[src/rtl/queue_dispatcher_pkg.sv]
// -----------------------------------------------------------------------------
// queue_dispatcher_pkg
// Shared definitions for the queue dispatcher and blocks that address the
// same set of per-class FIFOs.
//   sel_bits()     : width of a queue index for a given queue count
//   state_t        : dispatcher state encoding (PASS / HOLD)
//   DROP_CNT_BITS  : width of the discarded-word counter (drop build only)
// -----------------------------------------------------------------------------
package queue_dispatcher_pkg;

    localparam int DROP_CNT_BITS = 8;

    typedef enum logic {
        PASS = 1'b0,   // hold register empty
        HOLD = 1'b1    // a word is parked, waiting for its FIFO to drain
    } state_t;

    function automatic int sel_bits(input int queue_quantity);
        return $clog2(queue_quantity);
    endfunction

endpackage

[src/rtl/queue_dispatcher_onehot_decoder.sv]
// -----------------------------------------------------------------------------
// onehot_decoder
// Turns a binary queue index into a one-hot queue select, forced to all zeros
// when i_valid is low.
// Ports:
//   i_sel     [SEL_BITS-1:0]        binary queue index
//   i_valid                         select enable
//   o_onehot  [QUEUE_QUANTITY-1:0]  one-hot select (zero when !i_valid)
// -----------------------------------------------------------------------------
module onehot_decoder #(
    parameter int SEL_BITS       = 2,
    parameter int QUEUE_QUANTITY = 4
) (
    input  logic [SEL_BITS-1:0]       i_sel,
    input  logic                      i_valid,
    output logic [QUEUE_QUANTITY-1:0] o_onehot
);

    genvar gi;
    generate
        for (gi = 0; gi < QUEUE_QUANTITY; gi++) begin : g_bit
            assign o_onehot[gi] = i_valid && (i_sel == SEL_BITS'(gi));
        end
    endgenerate

endmodule

[src/rtl/queue_dispatcher.sv]
// -----------------------------------------------------------------------------
// queue_dispatcher
// Routes one upstream word per cycle into one of QUEUE_QUANTITY per-class
// FIFOs, selected by the word's top SEL_BITS bits. The push strobe and data
// are registered (one cycle latency). If the destination FIFO is full, the
// word is parked in a one-entry hold register and upstream is back-pressured
// until that FIFO has room.
//
// Build option: define QUEUE_DISPATCHER_DROP_EN to discard words whose
// destination is full instead of holding them; this adds the drop_count port
// and ties blocked low.
//
// Ports:
//   clk, rst          clock, synchronous active-high reset
//   enb               block enable (low = frozen, no pushes)
//   in_data/in_valid  upstream word and its valid
//   in_ready          combinational accept indication
//   buf_full          per-FIFO full flags (must assert with <=1 slot free)
//   push              registered one-hot write strobe
//   out_data          registered word for the selected FIFO
//   blocked           a word is parked in the hold register
//   drop_count        saturating count of discarded words (drop build only)
// -----------------------------------------------------------------------------
module queue_dispatcher
    import queue_dispatcher_pkg::*;
#(
    parameter int QUEUE_QUANTITY = 4,
    parameter int DATA_BITS      = 8
) (
    input  logic                      clk,
    input  logic                      rst,
    input  logic                      enb,
    input  logic [DATA_BITS-1:0]      in_data,
    input  logic                      in_valid,
    output logic                      in_ready,
    input  logic [QUEUE_QUANTITY-1:0] buf_full,
    output logic [QUEUE_QUANTITY-1:0] push,
    output logic [DATA_BITS-1:0]      out_data,
    output logic                      blocked
`ifdef QUEUE_DISPATCHER_DROP_EN
    ,
    output logic [DROP_CNT_BITS-1:0]  drop_count
`endif
);

    localparam int SEL_BITS = sel_bits(QUEUE_QUANTITY);

    logic [QUEUE_QUANTITY-1:0] r_push;
    logic [DATA_BITS-1:0]      r_out_data;

    logic [SEL_BITS-1:0]       w_in_dest;
    logic                      w_accept;
    logic                      w_push_valid;
    logic [SEL_BITS-1:0]       w_push_sel;
    logic [DATA_BITS-1:0]      w_out_next;
    logic [QUEUE_QUANTITY-1:0] w_push_onehot;

    assign w_in_dest = in_data[DATA_BITS-1 -: SEL_BITS];
    assign w_accept  = in_valid & in_ready;

`ifdef QUEUE_DISPATCHER_DROP_EN
    logic [DROP_CNT_BITS-1:0] r_drop_count;
    logic                     w_drop;

    assign in_ready = enb & ~rst;
    assign blocked  = 1'b0;

    always_comb begin
        w_push_valid = 1'b0;
        w_push_sel   = w_in_dest;
        w_out_next   = r_out_data;
        w_drop       = 1'b0;
        if (w_accept) begin
            if (!buf_full[w_in_dest]) begin
                w_push_valid = 1'b1;
                w_out_next   = in_data;
            end else begin
                w_drop = 1'b1;
            end
        end
    end

    always_ff @(posedge clk) begin
        if (rst) begin
            r_drop_count <= '0;
        end else if (w_drop && (r_drop_count != {DROP_CNT_BITS{1'b1}})) begin
            r_drop_count <= r_drop_count + 1'b1;
        end
    end

    assign drop_count = r_drop_count;
`else
    state_t               r_state;
    state_t               w_state_next;
    logic [DATA_BITS-1:0] r_hold_data;
    logic [SEL_BITS-1:0]  w_hold_dest;
    logic                 w_capture;

    assign w_hold_dest = r_hold_data[DATA_BITS-1 -: SEL_BITS];
    assign in_ready    = enb & ~rst & (r_state == PASS);
    assign blocked     = (r_state == HOLD);

    // All transitions require enb; with enb low the state and hold register
    // stay put and the decoder valid stays low, so push drops to zero.
    always_comb begin
        w_state_next = r_state;
        w_push_valid = 1'b0;
        w_push_sel   = w_in_dest;
        w_out_next   = r_out_data;
        w_capture    = 1'b0;
        if (enb) begin
            case (r_state)
                PASS: begin
                    if (w_accept) begin
                        if (!buf_full[w_in_dest]) begin
                            w_push_valid = 1'b1;
                            w_out_next   = in_data;
                        end else begin
                            w_capture    = 1'b1;
                            w_state_next = HOLD;
                        end
                    end
                end
                HOLD: begin
                    // in_ready is low here, so the release cycle cannot also
                    // accept: this is the single bubble after a stall.
                    if (!buf_full[w_hold_dest]) begin
                        w_push_valid = 1'b1;
                        w_push_sel   = w_hold_dest;
                        w_out_next   = r_hold_data;
                        w_state_next = PASS;
                    end
                end
                default: w_state_next = PASS;
            endcase
        end
    end

    always_ff @(posedge clk) begin
        if (rst) begin
            r_state     <= PASS;
            r_hold_data <= '0;
        end else begin
            r_state <= w_state_next;
            if (w_capture) begin
                r_hold_data <= in_data;
            end
        end
    end
`endif

    onehot_decoder #(
        .SEL_BITS       (SEL_BITS),
        .QUEUE_QUANTITY (QUEUE_QUANTITY)
    ) u_push_decoder (
        .i_sel    (w_push_sel),
        .i_valid  (w_push_valid),
        .o_onehot (w_push_onehot)
    );

    always_ff @(posedge clk) begin
        if (rst) begin
            r_push     <= '0;
            r_out_data <= '0;
        end else begin
            r_push     <= w_push_onehot;
            r_out_data <= w_out_next;
        end
    end

    assign push     = r_push;
    assign out_data = r_out_data;

endmodule
[config.mk]
export PLATFORM = sky130hd
export DESIGN_NAME = queue_dispatcher
export DESIGN_NICKNAME = d
export VERILOG_FILES = /design/src/rtl/queue_dispatcher_pkg.sv /design/src/rtl/queue_dispatcher_onehot_decoder.sv /design/src/rtl/queue_dispatcher.sv
export SDC_FILE = /design/constraint.sdc
export NUM_CORES = 1
export LEC_CHECK = 0
export ABC_AREA = 1
export CAP_MARGIN = 20
export CORE_MARGIN = 3
export CORE_UTILIZATION = 40
export DETAILED_ROUTE_END_ITERATION = 6
export GPL_TIMING_DRIVEN = 0
export PLACE_DENSITY = 0.8
export SYNTH_ARGS = -nofsm -noshare
export SYNTH_HDL_FRONTEND = slang
export SYNTH_SLANG_ARGS = --single-unit
[constraint.sdc]
create_clock -name clk -period 1.73 [get_ports clk]
set_clock_uncertainty 0.1 [all_clocks]
set_input_delay 0.346 -clock clk [delete_from_list [all_inputs] [get_ports clk]]
set_output_delay 0.346 -clock clk [all_outputs]
set_load 0.01 [all_outputs]
==> summary.md <==
| Metric | Value |
|---|---|
| Remaining DRCs | `0` |
| Mean area per synthesized cell | `7.52 um2` |
| First-pass GRT wire length | `3.97 mm` |
| Port Buf Inserts | `29` |
| Mapped Area | `0.00102 mm2` |
| Synthesized net count | `152` |
| Initial antenna violation count | `0` |
| Critical Path Slowest Stage Cell | `clkdlybuf4s50_1` |
| Final Cycle Share | `0.962` |
| Metal-1 WL | `990 um` |
| Synthesis-to-layout area growth | `36.6%` |
| Core area | `0.00232 mm2` |
| CP Class | `flip-flop to primary output` |
| Largest net degree at the start of global routing | `13` |
| Max incr delay on CP | `0.56 ns` |
| Post-route ant nets | `0` |
| Final Max Slew Viols | `0` |
| Hold buffer count at CTS | `0` |
| Reg power frac | `0.552` |
| Status | `completed` |
| Fmax | `0.601 GHz` |
| Clk Latency, worst-skew pair | `0.31 ns` |
| Top FF cell, synth | `dfxtp_1` |
| Nets | `188` |
| Critical-path cell list | `clkdlybuf4s50_1` |
| H-tree lvl count | `1` |
| Initial DRT Pass Iterations | `4` |
| Chip Width | `56.6 um` |
| Routed wire length | `2.27 mm` |
| Via/cell ratio | `4.98` |
| Top delay family on crit path | `buffers and inverters` |
| Post-layout min period | `1.66 ns` |
| Most common cell after layout, fill and taps aside | `clkdlybuf4s50_1` |
| Worst vdd ir | `0.000459 V` |
| Die height | `56.6 um` |
| TNS Setup | `0 ns` |
| Vias in the first global route | `962` |
| Aggregate global-route resource usage | `0.154` |
| Share of layout cells above drive strength 1 | `0.175` |
| Hpwl dp | `1.78 mm` |
| TritonCTS clock tree | `built` |
| YS warnings | `0` |
| Initial Util | `0.441` |
| Overflow after GRT | `0` |
| Logic pwr share | `0.191` |
| Met2 wire length | `1.12 mm` |
| Most frequent cells in the layout | `clkdlybuf4s50_1 (26), nand2_1 (24), nor2_1 (22), o21ai_0 (20), dfxtp_1 (20)` |
| Ports | `30` |
| Critical path data required time | `1.28 ns` |
| Wire length on met3 | `139 um` |
| NetSw | `0.251 mW` |
| Fin util | `0.602` |
| Post-synth EDFFs | `0` |
| CP Launch Type | `flip-flop` |
| P_leak | `0.606 nW` |
| Worst setup EP type | `primary output` |
| WP buf/inv | `1` |
| Min Hold Slack | `0.354 ns` |
| Clk buf depth | `2` |
| Reg clk slew, reported paths | `0.12 ns` |
| Cell Rows | `17` |
| First DRT Iteration DRCs | `11` |
| DR vias | `992` |
| Int Pwr | `0.679 mW` |
| Fraction of registers with async set/reset | `0` |
| Root buf cell | `clkbuf_4` |
| Worst-path fanout max | `2` |
| Die area | `0.00320 mm2` |
| Max-cap violation count | `0` |
| Final Hold Violating Endpoints | `0` |
| Setup Viol. Count Final | `0` |
| Worst slew pin tran | `0.375 ns` |
| Switching share of power | `0.270` |
| Critical path data arrival time | `1.22 ns` |
| Clock Power Share | `0.257` |
| Synth Instances | `136` |
| Synthesized flop and latch total | `21` |
| Slew margin rel. | `0.750` |
| Inserted Diodes | `0` |
| P per Cell Area | `666 mW/mm2` |
| Min-delay worst type | `input pin to flip-flop` |
| Clock sinks | `21` |
| Register area share after synthesis | `0.411` |
| CTS buffer count | `3` |
| Yosys cell types | `25` |
| Highest metal used | `met4` |
| RD Place Congestion | `0.864` |
| WL/cell | `11.4 um` |
cell usage after synthesis, types with 2 or more instances:
| cell type | n | area (um2) |
|---|---|---|
| nand2_1 | 24 | 90.1 |
| nor2_1 | 22 | 82.6 |
| dfxtp_1 | 21 | 420 |
| o21ai_0 | 20 | 100 |
| inv_1 | 11 | 41.3 |
| a21oi_1 | 6 | 30.0 |
| inv_2 | 6 | 22.5 |
| nand3_1 | 3 | 15.0 |
| nand3_2 | 3 | 30.0 |
| a21oi_2 | 2 | 17.5 |
| clkbuf_1 | 2 | 7.51 |
| nand2_4 | 2 | 22.5 |
| o21ai_1 | 2 | 10.0 |
final timing paths:
check	start	to	slack (ns)	depth (start not counted)
min	rst	blocked$_SDFFE_PP0P_	0.35	2
max reg2reg	blocked$_SDFFE_PP0P_	r_hold_data[7]$_SDFFE_PP0P_	0.32	9
min reg2reg	r_hold_data[5]$_SDFFE_PP0P_	r_hold_data[5]$_SDFFE_PP0P_	0.41	2
max	out_data[1]$_SDFFE_PP0P_	out_data[1]	0.07	1
power groups by stage:
stage               sequential [mW]  combinational (mW)  clock [mW]
finish                        0.513               0.178       0.239
global route                  0.516               0.197       0.267
CTS                           0.513               0.170       0.247
detailed placement            0.524               0.170           0
global placement              0.522               0.167           0
floorplan                     0.527              0.0824           0
layout make-up:
| class | instances | area, um2 |
|---|---|---|
| Sequential cell | 21 | 422 |
| Timing Repair Buffer | 31 | 310 |
| Clock buffer | 3 | 22.5 |
| Clock inverter | 1 | 5.00 |
| Fill cell | 244 | 922 |
| Multi-Input combinational cell | 93 | 494 |
| Tap cell | 28 | 35.0 |
| Buffer | 4 | 38.8 |
| Inverter | 18 | 68.8 |
per-layer routing:
| layer | vias up | track usage |
|---|---|---|
| li1 | 507 | - |
| met1 | 453 | 0.186 |
| met2 | 30 | 0.262 |
| met3 | 2 | 0.0391 |
| met4 | 0 | 0.0508 |
| met5 | - | 0 |
sequential cells by signal, indices dropped and copies added, names as in the netlist:
name / cells
blocked: 1
push: 4
out_data: 8
r_hold_data: 8
logic make-up (layout without fill, tap and decap cells):
logic type	count (synthesis)	count (layout)	synth area share
flops	21	21	0.411
compound gates	33	33	0.182
buf+inv	22	57	0.105
simple gates	60	60	0.301
what timing repair did:
action / CTS / global route
setup buffers: 1 / 1
setup endpoints to repair: 1 / 9
gates resized for setup: 5 / 1
pin swaps: 0 / 1
worst register-to-register path, cell delays in order, from the launching register on:
cell and delay (ns):
dfxtp_2 0.34, buf_6 0.13, clkinv_2 0.06, nand3_2 0.06, inv_2 0.10, nand2_4 0.07, nor2_8 0.16, buf_12 0.15
nor2_2 0.04, a211oi_2 0.13
stage by stage:
stage	cells	instance area, um2	setup slack [ns]	total power [mW]
after floorplan	136	1020	0.381	0.610
after global placement	193	1350	-0.471	0.689
after detailed placement	193	1350	-0.475	0.693
after CTS	198	1380	0.0248	0.930
after global routing	199	1400	-0.0108	0.979
final	199	1400	0.0660	0.930
Power figures use the tool's default switching activity.
